$ cat config.mk
export PLATFORM = sky130hd
export DESIGN_NAME = multicycle_controller
export DESIGN_NICKNAME = d
export VERILOG_FILES = /design/src/rtl/multicycle_pkg.sv /design/src/rtl/multicycle_controller_instr_class_decode.sv /design/src/rtl/multicycle_controller.sv
export SDC_FILE = /design/constraint.sdc
export NUM_CORES = 1
export LEC_CHECK = 0
export BUFFER_PORTS_ARGS = -buffer_cell sky130_fd_sc_hd__buf_4
export CAP_MARGIN = 30
export CORE_MARGIN = 2
export CORE_UTILIZATION = 52
export CTS_CLUSTER_DIAMETER = 200
export DETAILED_ROUTE_END_ITERATION = 8
export GPL_TIMING_DRIVEN = 1
export PLACE_DENSITY_LB_ADDON = 0.05
export SETUP_SLACK_MARGIN = 0.3
export SLEW_MARGIN = 20
export SYNTH_ARGS = -nofsm -noshare
export SYNTH_HDL_FRONTEND = slang
export SYNTH_SLANG_ARGS = --single-unit
$ cat constraint.sdc
create_clock -name clk -period 3.3 [get_ports clk]
set_input_delay 0 -clock clk [delete_from_list [all_inputs] [get_ports clk]]
set_output_delay 0 -clock clk [all_outputs]
set_load 0.01 [all_outputs]
$ cat src/rtl/multicycle_pkg.sv
// Shared encodings for the multicycle MIPS controller: FSM states, opcode/funct
// values, instruction classes and datapath mux selects.
package multicycle_pkg;

  localparam logic [3:0] MEM_TIMEOUT_DEFAULT = 4'd15;

  localparam logic [2:0] S_IF  = 3'd0;
  localparam logic [2:0] S_ID  = 3'd1;
  localparam logic [2:0] S_EX  = 3'd2;
  localparam logic [2:0] S_MEM = 3'd3;
  localparam logic [2:0] S_WB  = 3'd4;

  localparam logic [5:0] OP_RTYPE = 6'h00;
  localparam logic [5:0] OP_J     = 6'h02;
  localparam logic [5:0] OP_JAL   = 6'h03;
  localparam logic [5:0] OP_BEQ   = 6'h04;
  localparam logic [5:0] OP_ADDI  = 6'h08;
  localparam logic [5:0] OP_ADDIU = 6'h09;
  localparam logic [5:0] OP_SLTI  = 6'h0a;
  localparam logic [5:0] OP_SLTIU = 6'h0b;
  localparam logic [5:0] OP_ANDI  = 6'h0c;
  localparam logic [5:0] OP_LUI   = 6'h0f;
  localparam logic [5:0] OP_LW    = 6'h23;
  localparam logic [5:0] OP_SW    = 6'h2b;

  localparam logic [5:0] F_SLL  = 6'h00;
  localparam logic [5:0] F_SRL  = 6'h02;
  localparam logic [5:0] F_SRA  = 6'h03;
  localparam logic [5:0] F_JR   = 6'h08;
  localparam logic [5:0] F_JALR = 6'h09;
  localparam logic [5:0] F_ADD  = 6'h20;
  localparam logic [5:0] F_ADDU = 6'h21;
  localparam logic [5:0] F_SUB  = 6'h22;
  localparam logic [5:0] F_SUBU = 6'h23;
  localparam logic [5:0] F_AND  = 6'h24;
  localparam logic [5:0] F_OR   = 6'h25;
  localparam logic [5:0] F_XOR  = 6'h26;
  localparam logic [5:0] F_NOR  = 6'h27;
  localparam logic [5:0] F_SLT  = 6'h2a;
  localparam logic [5:0] F_SLTU = 6'h2b;

  typedef enum logic [3:0] {
    CLS_RTYPE   = 4'd0,
    CLS_SHIFT   = 4'd1,
    CLS_JR      = 4'd2,
    CLS_JALR    = 4'd3,
    CLS_LW      = 4'd4,
    CLS_SW      = 4'd5,
    CLS_BEQ     = 4'd6,
    CLS_J       = 4'd7,
    CLS_JAL     = 4'd8,
    CLS_ITYPE   = 4'd9,
    CLS_ILLEGAL = 4'd10
  } instr_class_e;

  localparam logic [1:0] REGDST_RD = 2'd0;
  localparam logic [1:0] REGDST_RT = 2'd1;
  localparam logic [1:0] REGDST_RA = 2'd2;

  localparam logic [1:0] M2R_ALUOUT = 2'd0;
  localparam logic [1:0] M2R_MDR    = 2'd1;
  localparam logic [1:0] M2R_PC     = 2'd2;

  localparam logic [1:0] SRCA_PC    = 2'd0;
  localparam logic [1:0] SRCA_REGA  = 2'd1;
  localparam logic [1:0] SRCA_SHAMT = 2'd2;

  localparam logic [1:0] SRCB_REGB    = 2'd0;
  localparam logic [1:0] SRCB_FOUR    = 2'd1;
  localparam logic [1:0] SRCB_IMM     = 2'd2;
  localparam logic [1:0] SRCB_IMM_SH2 = 2'd3;

  localparam logic [1:0] ALUOP_ADD   = 2'd0;
  localparam logic [1:0] ALUOP_SUB   = 2'd1;
  localparam logic [1:0] ALUOP_FUNCT = 2'd2;
  localparam logic [1:0] ALUOP_OPC   = 2'd3;

  localparam logic [1:0] PCSRC_ALU    = 2'd0;
  localparam logic [1:0] PCSRC_ALUOUT = 2'd1;
  localparam logic [1:0] PCSRC_JUMP   = 2'd2;
  localparam logic [1:0] PCSRC_REGA   = 2'd3;

  function automatic logic is_wait_state(input logic [2:0] s);
    return (s == S_IF) || (s == S_MEM);
  endfunction

endpackage

$ cat src/rtl/multicycle_controller_instr_class_decode.sv
// Combinational instruction classifier: folds OpCode/Funct into the handful of
// classes the sequencer branches on, plus the immediate-extension controls.
module instr_class_decode
  import multicycle_pkg::*;
(
  input  logic [5:0] op_i,
  input  logic [5:0] funct_i,
  output logic [3:0] class_o,
  output logic       ext_op_o,
  output logic       lu_op_o
);

  // OpCode/Funct to instruction class
  always_comb begin
    class_o = CLS_ILLEGAL;
    case (op_i)
      OP_RTYPE: begin
        case (funct_i)
          F_ADD, F_ADDU, F_SUB, F_SUBU, F_AND, F_OR,
          F_XOR, F_NOR, F_SLT, F_SLTU:    class_o = CLS_RTYPE;
          F_SLL, F_SRL, F_SRA:            class_o = CLS_SHIFT;
          F_JR:                           class_o = CLS_JR;
          F_JALR:                         class_o = CLS_JALR;
          default:                        class_o = CLS_ILLEGAL;
        endcase
      end
      OP_LW:  class_o = CLS_LW;
      OP_SW:  class_o = CLS_SW;
      OP_BEQ: class_o = CLS_BEQ;
      OP_J:   class_o = CLS_J;
      OP_JAL: class_o = CLS_JAL;
      OP_ADDI, OP_ADDIU, OP_SLTI, OP_SLTIU, OP_ANDI, OP_LUI:
              class_o = CLS_ITYPE;
      default: class_o = CLS_ILLEGAL;
    endcase
  end

  assign ext_op_o = (op_i != OP_ANDI);
  assign lu_op_o  = (op_i == OP_LUI);

endmodule

$ cat src/rtl/multicycle_controller.sv
// Sequencing FSM for the multicycle MIPS datapath (IF/ID/EX/MEM/WB) with a
// watchdog on the memory ready handshake.
module multicycle_controller
  import multicycle_pkg::*;
#(
  parameter logic [3:0] MEM_TIMEOUT = MEM_TIMEOUT_DEFAULT
) (
  input  logic       clk,
  input  logic       reset,
  input  logic [5:0] OpCode,
  input  logic [5:0] Funct,
  input  logic       mem_ready,
  output logic       PCWrite,
  output logic       PCWriteCond,
  output logic       IorD,
  output logic       MemRead,
  output logic       MemWrite,
  output logic       IRWrite,
  output logic       RegWrite,
  output logic [1:0] RegDst,
  output logic [1:0] MemtoReg,
  output logic [1:0] ALUSrcA,
  output logic [1:0] ALUSrcB,
  output logic [1:0] ALUOp,
  output logic [1:0] PCSource,
  output logic       ExtOp,
  output logic       LuOp,
  output logic       instr_done,
  output logic       illegal,
  output logic       bus_error
);

  logic [2:0] state_q, state_d;
  logic [3:0] wait_q, wait_d;
  logic [3:0] cls_s;
  logic       waiting_s, timeout_s;

  logic pc_write_s, pc_write_cond_s, mem_read_s, mem_write_s, ir_write_s;
  logic reg_write_s, done_s, illegal_s, bus_error_s;

  instr_class_decode u_decode (
    .op_i     (OpCode),
    .funct_i  (Funct),
    .class_o  (cls_s),
    .ext_op_o (ExtOp),
    .lu_op_o  (LuOp)
  );

  assign waiting_s = is_wait_state(state_q) && !mem_ready;
  assign timeout_s = waiting_s && (wait_q >= (MEM_TIMEOUT - 4'd1));

  // Output decode and next-state selection
  always_comb begin
    state_d         = state_q;
    pc_write_s      = 1'b0;
    pc_write_cond_s = 1'b0;
    IorD            = 1'b0;
    mem_read_s      = 1'b0;
    mem_write_s     = 1'b0;
    ir_write_s      = 1'b0;
    reg_write_s     = 1'b0;
    RegDst          = REGDST_RD;
    MemtoReg        = M2R_ALUOUT;
    ALUSrcA         = SRCA_PC;
    ALUSrcB         = SRCB_REGB;
    ALUOp           = ALUOP_ADD;
    PCSource        = PCSRC_ALU;
    done_s          = 1'b0;
    illegal_s       = 1'b0;
    bus_error_s     = 1'b0;
    case (state_q)
      S_IF: begin
        mem_read_s = 1'b1;
        ALUSrcB    = SRCB_FOUR;
        if (mem_ready) begin
          ir_write_s = 1'b1;
          pc_write_s = 1'b1;
          state_d    = S_ID;
        end else if (timeout_s) begin
          mem_read_s  = 1'b0;
          bus_error_s = 1'b1;
          state_d     = S_IF;
        end else begin
          state_d = S_IF;
        end
      end
      S_ID: begin
        ALUSrcB = SRCB_IMM_SH2;
        case (cls_s)
          CLS_J: begin
            pc_write_s = 1'b1;
            PCSource   = PCSRC_JUMP;
            done_s     = 1'b1;
            state_d    = S_IF;
          end
          CLS_JAL: begin
            pc_write_s  = 1'b1;
            PCSource    = PCSRC_JUMP;
            reg_write_s = 1'b1;
            RegDst      = REGDST_RA;
            MemtoReg    = M2R_PC;
            done_s      = 1'b1;
            state_d     = S_IF;
          end
          CLS_ILLEGAL: begin
            illegal_s = 1'b1;
            state_d   = S_IF;
          end
          default: state_d = S_EX;
        endcase
      end
      S_EX: begin
        case (cls_s)
          CLS_RTYPE, CLS_SHIFT: begin
            ALUSrcA = (cls_s == CLS_SHIFT) ? SRCA_SHAMT : SRCA_REGA;
            ALUSrcB = SRCB_REGB;
            ALUOp   = ALUOP_FUNCT;
            state_d = S_WB;
          end
          CLS_JR, CLS_JALR: begin
            pc_write_s = 1'b1;
            PCSource   = PCSRC_REGA;
            if (cls_s == CLS_JALR) begin
              reg_write_s = 1'b1;
              RegDst      = REGDST_RD;
              MemtoReg    = M2R_PC;
            end else begin
              reg_write_s = 1'b0;
            end
            done_s  = 1'b1;
            state_d = S_IF;
          end
          CLS_BEQ: begin
            ALUSrcA         = SRCA_REGA;
            ALUSrcB         = SRCB_REGB;
            ALUOp           = ALUOP_SUB;
            pc_write_cond_s = 1'b1;
            PCSource        = PCSRC_ALUOUT;
            done_s          = 1'b1;
            state_d         = S_IF;
          end
          CLS_LW, CLS_SW: begin
            ALUSrcA = SRCA_REGA;
            ALUSrcB = SRCB_IMM;
            ALUOp   = ALUOP_ADD;
            state_d = S_MEM;
          end
          CLS_ITYPE: begin
            ALUSrcA = SRCA_REGA;
            ALUSrcB = SRCB_IMM;
            ALUOp   = ALUOP_OPC;
            state_d = S_WB;
          end
          default: state_d = S_IF;
        endcase
      end
      S_MEM: begin
        IorD        = 1'b1;
        mem_read_s  = (cls_s == CLS_LW);
        mem_write_s = (cls_s == CLS_SW);
        if (mem_ready) begin
          if (cls_s == CLS_LW) begin
            state_d = S_WB;
          end else begin
            done_s  = 1'b1;
            state_d = S_IF;
          end
        end else if (timeout_s) begin
          mem_read_s  = 1'b0;
          mem_write_s = 1'b0;
          bus_error_s = 1'b1;
          state_d     = S_IF;
        end else begin
          state_d = S_MEM;
        end
      end
      S_WB: begin
        reg_write_s = 1'b1;
        case (cls_s)
          CLS_LW: begin
            RegDst   = REGDST_RT;
            MemtoReg = M2R_MDR;
          end
          CLS_ITYPE: begin
            RegDst   = REGDST_RT;
            MemtoReg = M2R_ALUOUT;
          end
          default: begin
            RegDst   = REGDST_RD;
            MemtoReg = M2R_ALUOUT;
          end
        endcase
        done_s  = 1'b1;
        state_d = S_IF;
      end
      default: state_d = S_IF;
    endcase
  end

  // Watchdog counts consecutive stalled cycles within one state and saturates
  always_comb begin
    if ((state_d != state_q) || timeout_s) begin
      wait_d = 4'd0;
    end else if (waiting_s && (wait_q != 4'hf)) begin
      wait_d = wait_q + 4'd1;
    end else begin
      wait_d = wait_q;
    end
  end

  // State and watchdog registers
  always_ff @(posedge clk) begin
    if (reset) begin
      state_q <= S_IF;
      wait_q  <= 4'd0;
    end else begin
      state_q <= state_d;
      wait_q  <= wait_d;
    end
  end

  assign PCWrite     = pc_write_s      & ~reset;
  assign PCWriteCond = pc_write_cond_s & ~reset;
  assign MemRead     = mem_read_s      & ~reset;
  assign MemWrite    = mem_write_s     & ~reset;
  assign IRWrite     = ir_write_s      & ~reset;
  assign RegWrite    = reg_write_s     & ~reset;
  assign instr_done  = done_s          & ~reset;
  assign illegal     = illegal_s       & ~reset;
  assign bus_error   = bus_error_s     & ~reset;

endmodule

# Yosys cells after proc, flatten, opt, wreduce, memory -nomap -nowiden
# Memory sizes are Yosys's and may differ from the RTL's.
# Index checks and enable logic that the tools add are counted.
# totals
n_memories,1
register_bits,7
romBits,192
inputBits,15
elab_cells,119
# classes
n_addsub,1
eq_ne,28
reduce_logical,22
order_cmp,1
bitwise_logic,10
muxes,54
# mem_list
memory,depth,word_bits,rd,rd_clocked_by_memory_dff,wr,line_no,text
(no name shown),64,3,1,0,0,multicycle_controller_instr_class_decode.sv:18,case (funct_i)
# op_table
op,n
6-bit by 4-bit == test with 1-bit output (second input constant),6
1-bit 2-to-1 mux,28
4-bit case mux with 7 select lines,1
2-bit 2-to-1 mux,10
2-bit case mux with 3 select lines,3
4-bit by 3-bit == test with 1-bit output (second input constant),4
2-bit case mux with 2 select lines,4
2-bit OR reduction,7
4-bit == test (second input constant),3
6-bit by 2-bit == test with 1-bit output (second input constant),2
6-bit == test (second input constant),2
3-bit case mux with 4 select lines,1
3-bit OR reduction,4
1-bit bitwise AND,9
4-bit by 2-bit == test with 1-bit output (second input constant),2
3-bit by 2-bit == test with 1-bit output (second input constant),2
6-bit by 3-bit == test with 1-bit output (second input constant),1
6-bit logical NOT,1
3-bit 2-to-1 mux,2
6-bit by 4-bit != test with 1-bit output (second input constant),1
1-bit case mux with 3 select lines,2
3-bit case mux with 2 select lines,1
6-bit OR reduction,1
4-bit by 1-bit adder with 4-bit output (second input constant),1
15 further kinds,18

# Longest topological paths before layout
# logic_depth
depth_word,10
ltp_mapped,7
ltp_nobuf,6

# By module
# Synthesis repeated with hierarchy kept, for this count alone.
# unflattened
hier_cells,158
area_unflattened_um2,1083.5
# modules_own_cells
module,cells_each,area_per_inst_um2,seq_area_each_um2,n_inst
multicycle_controller,119,858.3,140.1,1
instr_class_decode,39,225.2,0.0,1

# Worst setup path before layout
# No wires, ideal clock.
# synth_timing
path_kind,input-to-output
startpoint,input OpCode[1]
endpoint,output RegWrite
arrival_ns,1.665
n_path_buf,1
stages,7
path_slack_ns,1.635
cell_sequence,buf_6 > nor4_2 > nand2_1 > a2111oi_4 > o211a_1 > or3b_1 > a31oi_1
# synth_between
elab_chain_len,8
# synth_lines
item,line_no,text
from (decl),multicycle_controller.sv:10,"input logic [5:0] OpCode,"
6-bit by 4-bit == test with 1-bit output,multicycle_controller_instr_class_decode.sv:16,case (op_i)
6-bit OR reduction,multicycle_controller_instr_class_decode.sv:16,
4-bit case mux with 7 select lines *,multicycle_controller_instr_class_decode.sv:16,
"4-bit by 2-bit == test with 1-bit output, on equally long branches","multicycle_controller.sv:113, multicycle_controller.sv:123",
1-bit 2-to-1 mux / 2-bit OR reduction (equally long branches),"multicycle_controller.sv:123, multicycle_controller.sv:113",
1-bit 2-to-1 mux,multicycle_controller.sv:113,case (cls_s)
1-bit case mux with 3 select lines *,multicycle_controller.sv:71,case (state_q)
1-bit bitwise AND *,multicycle_controller.sv:227,assign RegWrite = reg_write_s & ~reset;
to (decl),multicycle_controller.sv:19,"output logic RegWrite,"
# Mark *: on every way between the ends. The rest lies on a longest branch, timed or not.

# Worst setup path after layout
# layout_timing
startpoint,register state_q[1]
endpoint,output RegWrite
# layout_between
elab_chain_len,3
# layout_lines
item,line_no,text
from (decl),multicycle_controller.sv:33,"logic [2:0] state_q, state_d;"
from (signal assigned),multicycle_controller.sv:217,state_q <= state_d;
3-bit == test (tied with other cells),multicycle_controller.sv:71,
1-bit case mux with 3 select lines *,multicycle_controller.sv:71,
1-bit bitwise AND *,multicycle_controller.sv:227,
# Marked as above.

==> flow_summary.ini <==
[clock_network]
path_clk_slew_ps = 60
post_cts_buffers = 0
cts.repair.resized = 0
cts.sinks = 7
cts_root_buffer = clkbuf_4
clock_path_buffers = 2
cts_tree = yes
hold_buffers = 0
cts_inserted_buffers = 3
worstSkewPairLatency_ps = 270
h-tree-depth = 1

[critical_path]
arrival_ps = 2070
crit_chain = nor3b_1 -> o211a_1 -> or3b_1 -> a31oi_1 -> buf_4
worst-endpoint-required_ps = 3300
critPathLaunchType = register
end_kind = output port
r2r-start = state_q[0]$_SDFF_PP0_
worstPathMaxFanout = 6
crit_type = register to output port
cpPeakStageDelay_ps = 440
critPathLaunch = state_q[1]$_SDFF_PP0_
cp_slowest_cell = dfxtp_1

[grt]
grt_pass1_wl_microns = 4070
grt_usage_pct = 26.0
antenna_found_initial = 0
grt_max_degree = 13
grt_pass1_vias = 929
grt.overflow.total = 0

[power_and_ir_drop]
power_leakage_nw = 0.564
pwr-share-comb_pct = 33.7
irDropWorstVdd_mv = 0.204
p_sw_mw = 0.0964
p_sw_share_pct = 35.8
powerDensity_mw_per_mm2 = 214
seq_power_share_pct = 33.7
intPower_mw = 0.173
clock_power_share_pct = 32.5

[final_layout]
drive_above_1_share_pct = 28.9
antenna-diode-count = 0
fin_nets = 198
mostFrequentLayoutCell = buf_4
fillers = 170
design_area_sq_mm = 0.00126
final_cell_mix = buf_4 (38), nand2_1 (22), nor2_1 (22)
final_cells = 205
syn2layout_area_growth_pct = 29.7

[detailed_routing]
vias = 1170
wl_microns = 2670
drt-initial-drc-count = 59
drtAntennaViolNets = 0
drc = 0
routed_via_density = 5.71
drt-pass1-iter-count = 4
wire_per_inst_microns = 13.0

[floorplan]
fp-row-count = 15
die_area_sq_mm = 0.00223
core_area_sq_mm = 0.00175
io_pins = 39
die_h_microns = 47.2
die_w_microns = 47.2
initial_utilization_pct = 55.6

[synth]
syn_area_per_cell_sq_um = 6.78
synth_warnings = 0
ys_seq_elements = 7
synth.distinct_cells = 41
yosysSeqAreaShare_pct = 14.5
syn_inst = 143
syn_nets = 160
syn-cell-area_sq_um = 970

[sta]
worst_slew_pin_slew_ps = 451
finalCritPeriodShare_pct = 62.7
maxSlewHeadroom_pct = 69.8
grt_setup_unrepaired = false
setup_viol = 0
setup_slack_ps = 1230
finClkSkew_ps = 5.11
hold_violations = 0
setup_tns_ps = 0
maxSlewViolCount = 0
final.min_clock_period_ps = 2070
fmax_mhz = 483

[placement]
dpl_cell_area_sq_mm = 0.00123
portBuffers = 38
place_ws_ps = 1420
finalWeightedCongestion = 0.874
dp.final_hpwl_microns = 2110
dp_cells = 201

[flow_run]
cap_violations = 0

[worst_hold_path]
hp-start = mem_ready
hold_path_class = input pin to register

[outcome]
outcome = finished, final reports clean
==> state kept, by name, indices dropped and copies added (netlist names) <==
register  cells
state_q       3
wait_q        4
==> power by group through the flow <==
stage	Clock, mW	Sequential [mW]	Combinational, mW
2_1_floorplan	0	0.0903	0.0592
3_3_place_gp	0	0.0922	0.0867
3_5_place_dp	0	0.0924	0.0893
4_1_cts	0.0891	0.0906	0.0898
5_1_grt	0.0949	0.0909	0.0998
6_report	0.0876	0.0908	0.0909
==> layout make-up <==
| cell class | count | area [sq um] | area share (%) |
|---|---|---|---|
| sequential | 7 | 140 | 11.1 |
| inverter | 6 | 22.5 | 1.79 |
| timing repair buffer | 38 | 285 | 22.7 |
| multi-input combinational | 125 | 752 | 59.8 |
| clock buffer | 4 | 26.3 | 2.09 |
| tap | 25 | 31.3 | 2.49 |
==> per-layer routing <==
| metal | routed length, microns | GRT usage, % | up-vias |
|---|---|---|---|
| li1 | - | - | 595 |
| met1 | 1190 | 33.8 | 518 |
| met2 | 1270 | 41.9 | 55 |
| met3 | 198 | 7.69 | 2 |
| met4 | 21 | 7.22 | 0 |
| met5 | 0 | 0 | - |
==> through the flow <==
step           hold WS, ps  utilization [%]  power (mW)
3_3_place_gp           310             70.5       0.179
5_1_grt               98.4             72.0       0.286
6_report              65.6             72.0       0.269
3_5_place_dp           310             70.5       0.182
4_1_cts               62.9             72.0       0.269
2_1_floorplan          112                -       0.149
==> critical path: cells and delay by family (launching register included) <==
kind                   cells  cell delay, ps
buffers and inverters      1             140
AND/OR/NAND/NOR            2             760
AO/OA/AOI/OAI              2             450
flip-flops                 1             440
==> final timing paths <==
check / slack [ps] / depth (start not counted) / to
max: 1230 / 5 / RegWrite
min: 70 / 3 / state_q[2]$_SDFF_PP0_
max reg2reg: 1430 / 6 / wait_q[3]$_SDFFE_PP0P_
min reg2reg: 560 / 2 / wait_q[3]$_SDFFE_PP0P_
==> cells by family (layout without fill, tap and decap cells) <==
| group | Yosys count | after routing | share of synthesized area [%] |
|---|---|---|---|
| XOR/XNOR | 7 | 7 | 6.32 |
| AND/OR/NAND/NOR | 84 | 84 | 44.4 |
| AO/OA/AOI/OAI | 32 | 32 | 24.3 |
| flip-flops | 7 | 7 | 14.5 |
| buffers and inverters | 11 | 48 | 8.00 |
| adder cells (fa/ha/maj) | 2 | 2 | 2.58 |
==> synthesized netlist by cell type, drive strengths merged <==
library cell	number	area, sq um
nand4	4	25.0
xnor2	2	17.5
nand2	22	82.6
and2	2	12.5
ha	2	25.0
o32ai	1	8.76
or3	6	38.8
o21bai	1	7.51
clkbuf	2	27.5
buf	3	27.5
a31oi	5	31.3
nand3	8	40.0
nor3	4	31.3
a21oi	10	50.1
a2111oi	2	42.5
xor2	5	43.8
o211ai	2	15.0
nor4b	1	8.76
inv	6	22.5
or3b	2	17.5
o211a	1	10.0
or2	4	25.0
a22oi	1	7.51
nor3b	2	15.0
nor2	22	82.6
a211oi	1	7.51
o21a	2	15.0
dfxtp	7	140
o22ai	2	12.5
a2bb2oi	1	8.76
o21ai	2	10.0
and3	3	20.0
nor4	1	12.5
nor2b	3	18.8
a32oi	1	8.76
Note: power is estimated with default switching activity, not from simulation.
